## config.mk

```make
export PLATFORM = sky130hd
export DESIGN_NAME = mem_port_arbiter
export DESIGN_NICKNAME = d
export VERILOG_FILES = /design/src/rtl/mem_port_arbiter.sv
export SDC_FILE = /design/constraint.sdc
export NUM_CORES = 1
export LEC_CHECK = 0
export BUFFER_PORTS_ARGS = -buffer_cell sky130_fd_sc_hd__clkbuf_2
export CORE_AREA = 2 2 107 109
export DETAILED_ROUTE_END_ITERATION = 6
export DIE_AREA = 0 0 109 111
export PLACE_DENSITY = 0.57
export SLEW_MARGIN = 10
export SYNTH_ARGS = -nofsm -noshare
export SYNTH_HDL_FRONTEND = slang
export SYNTH_SLANG_ARGS = --single-unit
```

## constraint.sdc

```tcl
create_clock -name clk_i -period 5.2 [get_ports clk_i]
set_input_delay 0.26 -clock clk_i [delete_from_list [all_inputs] [get_ports clk_i]]
set_output_delay 0.26 -clock clk_i [all_outputs]
set_load 0.05 [all_outputs]
```

## src/rtl/mem_port_arbiter.sv

```systemverilog
// Shares one memory bus between instruction fetch and the LSU data port.
// Data has fixed priority; a starvation counter forces fetch through periodically.
module mem_port_arbiter #(
  parameter int MAX_OUTSTANDING = 2,
  parameter int STARVE_LIMIT    = 4
) (
  input  logic        clk_i,
  input  logic        rstn_i,
  input  logic        if_req_i,
  input  logic [31:0] if_addr_i,
  output logic        if_gnt_o,
  output logic        if_rvalid_o,
  output logic [31:0] if_rdata_o,
  input  logic        lsu_req_i,
  input  logic [31:0] lsu_addr_i,
  input  logic        lsu_we_i,
  input  logic [3:0]  lsu_wsel_byte_i,
  input  logic [31:0] lsu_wdata_i,
  output logic        lsu_gnt_o,
  output logic        lsu_stall_o,
  output logic        lsu_rvalid_o,
  output logic [31:0] lsu_rdata_o,
  output logic        bus_req_o,
  input  logic        bus_gnt_i,
  output logic [31:0] bus_addr_o,
  output logic        bus_we_o,
  output logic [3:0]  bus_be_o,
  output logic [31:0] bus_wdata_o,
  input  logic        bus_rvalid_i,
  input  logic [31:0] bus_rdata_i,
  output logic        resp_err_o
);
  localparam int CW = $clog2(MAX_OUTSTANDING + 1);
  localparam int SW = $clog2(STARVE_LIMIT + 1);

  logic [CW-1:0]              count, count_next, push_idx;
  logic [MAX_OUTSTANDING-1:0] ids, ids_next;   // ids[0] is the oldest; 1 = data
  logic [SW-1:0]              starve_cnt;
  logic                       full, sel_if, sel_lsu, push, pop;

  assign full = (count == CW'(MAX_OUTSTANDING));

  always_comb begin
    sel_if  = 1'b0;
    sel_lsu = 1'b0;
    if (!full) begin
      if (lsu_req_i && if_req_i) begin
        if (starve_cnt == SW'(STARVE_LIMIT)) sel_if = 1'b1;
        else                                 sel_lsu = 1'b1;
      end else begin
        sel_if  = if_req_i;
        sel_lsu = lsu_req_i;
      end
    end
  end

  assign bus_req_o   = sel_if | sel_lsu;
  assign if_gnt_o    = bus_gnt_i & sel_if;
  assign lsu_gnt_o   = bus_gnt_i & sel_lsu;
  assign lsu_stall_o = lsu_req_i & ~lsu_gnt_o;
  assign bus_addr_o  = sel_lsu ? lsu_addr_i      : if_addr_i;
  assign bus_we_o    = sel_lsu ? lsu_we_i        : 1'b0;
  assign bus_be_o    = sel_lsu ? lsu_wsel_byte_i : 4'b1111;
  assign bus_wdata_o = sel_lsu ? lsu_wdata_i     : 32'h0;

  assign push = if_gnt_o | lsu_gnt_o;
  // A response with nothing outstanding is flagged, never popped.
  assign pop  = bus_rvalid_i & (count != '0);

  assign if_rvalid_o  = pop & ~ids[0];
  assign lsu_rvalid_o = pop & ids[0];
  assign if_rdata_o   = bus_rdata_i;
  assign lsu_rdata_o  = bus_rdata_i;

  always_comb begin
    ids_next   = pop ? (ids >> 1) : ids;
    push_idx   = pop ? (count - CW'(1)) : count;
    count_next = count + CW'(push) - CW'(pop);
    for (int i = 0; i < MAX_OUTSTANDING; i++)
      if (push && i == int'(push_idx)) ids_next[i] = lsu_gnt_o;
  end

  always_ff @(posedge clk_i or negedge rstn_i) begin
    if (!rstn_i) begin
      count      <= '0;
      ids        <= '0;
      starve_cnt <= '0;
      resp_err_o <= 1'b0;
    end else begin
      count <= count_next;
      ids   <= ids_next;
      if (bus_rvalid_i && count == '0) resp_err_o <= 1'b1;
      if (if_gnt_o || !if_req_i)
        starve_cnt <= '0;
      else if (lsu_gnt_o && starve_cnt != SW'(STARVE_LIMIT))
        starve_cnt <= starve_cnt + SW'(1);
    end
  end
endmodule

```

==> results.md <==
- Synthesized area: between 0.0015 and 0.002 mm2
- Bufs on Longest Clock Path: 2
- Crit end category: output port
- Critical Path RT: just under 5000 ps
- Final period utilization: 0.5368
- Grt ovf: 0
- Post-cts sizing count: 0
- Commonest non-fill, non-tap cell in the layout: clkbuf_2
- Core area: 0.01108 mm2
- Startpoint Class: flip-flop
- Max-Slew Margin vs Limit: 0.5610
- CP arrival: 2530 ps
- Post-DP HPWL: 4919 um
- Worst path top cell family by delay: buffers and inverters
- Drt wl/cell: 12.26 um
- Die area: ~0.012 mm2
- Overall power: roughly 0.0011 W
- # IOs: about 280
- Crit-path cells: inv_1 -> ha_1 -> and3_1 -> nor3b_4 -> buf_4 -> mux2_2 -> clkbuf_2
- # diodes: 0
- CTS root buf: clkbuf_16
- Final setup vio count: 0
- Most frequent cells in the layout: clkbuf_2, and2_1, mux2_2, dfrtp_1
- Switching share of power: 0.5989
- Rows: 39
- Largest stage delay on the critical path: around 560 ps
- Ys Warns: 0
- Clock transition at the registers of the reported paths: ~40 ps
- Worst R2R Setup Slack: about 3100 ps
- Max-Cap Viols: 0
- WHS: 320.1 ps
- Via density: about 3.8
- CP bufs+invs: 3
- Total GRT Usage: 0.08624
- Die height: 111 um
- DRC: 0
- Fin nets: 466
- Final hold violation count: 0
- Measured slew at the worst slew-check pin: around 660 ps
- Int Power: about 0.00043 W
- CP max FO: 69
- Hold Path Class: input port to flip-flop
- Worst-skew pair later-pin latency: 230 ps
- Leakage: around 1.3 nW
- Area Overhead vs Synth: 36.62%
- Maximum VDD drop: around 0.21 mV
- Vias: approximately 1,800
- Crit path max-delay cell type: buf_4
- Synth top area cells: buf_4, mux2_2, and2_1, dfrtp_1, ha_1
- Mean Syn Cell Area: roughly 8.5 um2
- H-tree Lvls: 1
- Status: finished clean
- Post-route ant nets: 0
- Gate power share: 0.786
- Initial antenna violation count: 0
- Register area share after synthesis: 0.1144
- First-pass GRT wire length: ~8300 um
- Layout Skew: ~4.0 ps
- Post-synth top area share: 0.2876
- Sequential share of power: 0.092
- Tmin final: between 2000 and 3000 ps
- Critical path type: flip-flop to output port
- Maximum clock frequency: about 0.36 GHz
- CTS tree: built
- Power Density: about 450 mW/mm2
- Buffers added on ports: roughly 180
- Cell variety after synth: 32
- Synthesized Nets: between 300 and 400
- Max-slew violation count: 0
- RSZ-0062 raised after global routing: false
- 1st-iter DRT viols: 22
- Final WL: ~5700 um
- Cell taking the most area after synthesis: buf_4
- Layout cells sized above 1: 0.6991
- Total Negative Setup Slacks: 0 ps
- Yosys reg bits: 8
- Initial Utilization: 0.1579
- Vias in the first global route: between 1,500 and 2,000
- TritonCTS buffer count: 3
- Die width: roughly 110 um
- Largest net degree at the start of global routing: 70
- CTS sink count: 8
- TritonRoute pass-1 iters: 3
- Clock power frac: 0.122
- Syn Inst Count: ~200
- Switching power: approximately 0.00064 W
- Gpl congestion: 0.7198
## worst reg2reg max path, delay by kind of cell, from the launching register on
kind,cells,cell delay (ps)
simple gates,1,250
compound gates,1,160
xor+xnor,2,250
flops,1,390
fa+ha+maj,3,750
buf+inv,2,150
## worst paths after layout
check | start | endpoint | depth (start not counted)
setup / recovery | starve_cnt[0] | bus_addr_o[22] | 7
hold / removal | bus_rvalid_i | resp_err_o | 2
min in group asynchronous | rstn_i | starve_cnt[1] | 2
setup reg to reg | count[0] | count[1] | 9
max in group asynchronous | rstn_i | ids[1] | 2
hold reg to reg | resp_err_o | resp_err_o | 1
## synthesized netlist by cell type
cell type,count
xnor2_1,2
clkbuf_1,2
o21ai_0,3
a21oi_1,1
ha_1,6
a2111oi_4,1
nand3b_1,1
nor3b_1,3
a22oi_1,2
nor3_1,2
nor2_1,4
a21boi_0,3
clkbuf_2,1
o2bb2ai_1,1
or2b_1,1
nand2_1,5
buf_2,3
nand2b_1,4
and2_1,34
dfrtp_1,8
nor2b_1,2
a21o_2,1
nand4_1,2
nor3b_4,1
mux2_2,32
mux2i_1,2
o22ai_1,2
buf_6,1
and3_1,1
buf_4,67
inv_1,6
nand2b_4,2
## power groups by stage
stage          Combinational (W)  Clock [W]  Sequential [W]
6_report                0.000840   0.000131       0.0000985
4_1_cts                 0.000849   0.000135       0.0000990
3_3_place_gp            0.000836          0       0.0000982
3_5_place_dp            0.000847          0       0.0000998
5_1_grt                 0.000897   0.000136        0.000103
2_1_floorplan           0.000811          0       0.0000950
## registers in the layout, indices dropped and copies added (netlist names)
signal	count
starve_cnt	3
count	2
resp_err_o	1
ids	2
## stage by stage
stage / instances / instance area [um2] / setup WS [ps] / utilization
2_1_floorplan: 206 / 1749 / 2878 / -
6_report: 462 / 2390 / 2408 / 0.2157
4_1_cts: 462 / 2390 / 2391 / 0.2157
3_5_place_dp: 458 / 2305 / 2648 / 0.2081
3_3_place_gp: 458 / 2305 / 2726 / 0.2081
5_1_grt: 462 / 2390 / 2230 / 0.2157
## timing repair
item                                   CTS  global route
setup buffers                            0             0
hold buffers                             1             0
endpoints found under the hold margin    8             0
## final cells by class
cell class | count | area, um2
Fill cell | 1245 | 8687
Multi-Input combinational cell | 118 | 984.7
Timing Repair Buffer | 184 | 928.4
Sequential cell | 8 | 200.2
Inverter | 6 | 22.52
Clock buffer | 3 | 75.07
Tap cell | 143 | 178.9
## cell families (layout without fill, tap and decap cells)
logic type               count (synthesis)  after routing  share of synthesized area
buffers and inverters                   80            193                     0.3226
AND/OR/NAND/NOR                         62             62                     0.2268
multiplexers                            34             34                     0.2175
AO/OA/AOI/OAI                           14             14                    0.06580
flip-flops                               8              8                     0.1144
adder cells (fa/ha/maj)                  6              6                    0.04292
XOR/XNOR                                 2              2                    0.01002
## layer usage
metal | wire length, um | GRT usage | vias to the layer above
li1 | - | - | 837
met1 | 2235 | 0.09957 | 781
met2 | 2747 | 0.1503 | 128
met3 | 612 | 0.02763 | 8
met4 | 69 | 0.02393 | 0
met5 | 0 | 0 | -
Note: power is estimated with default switching activity, not from simulation.
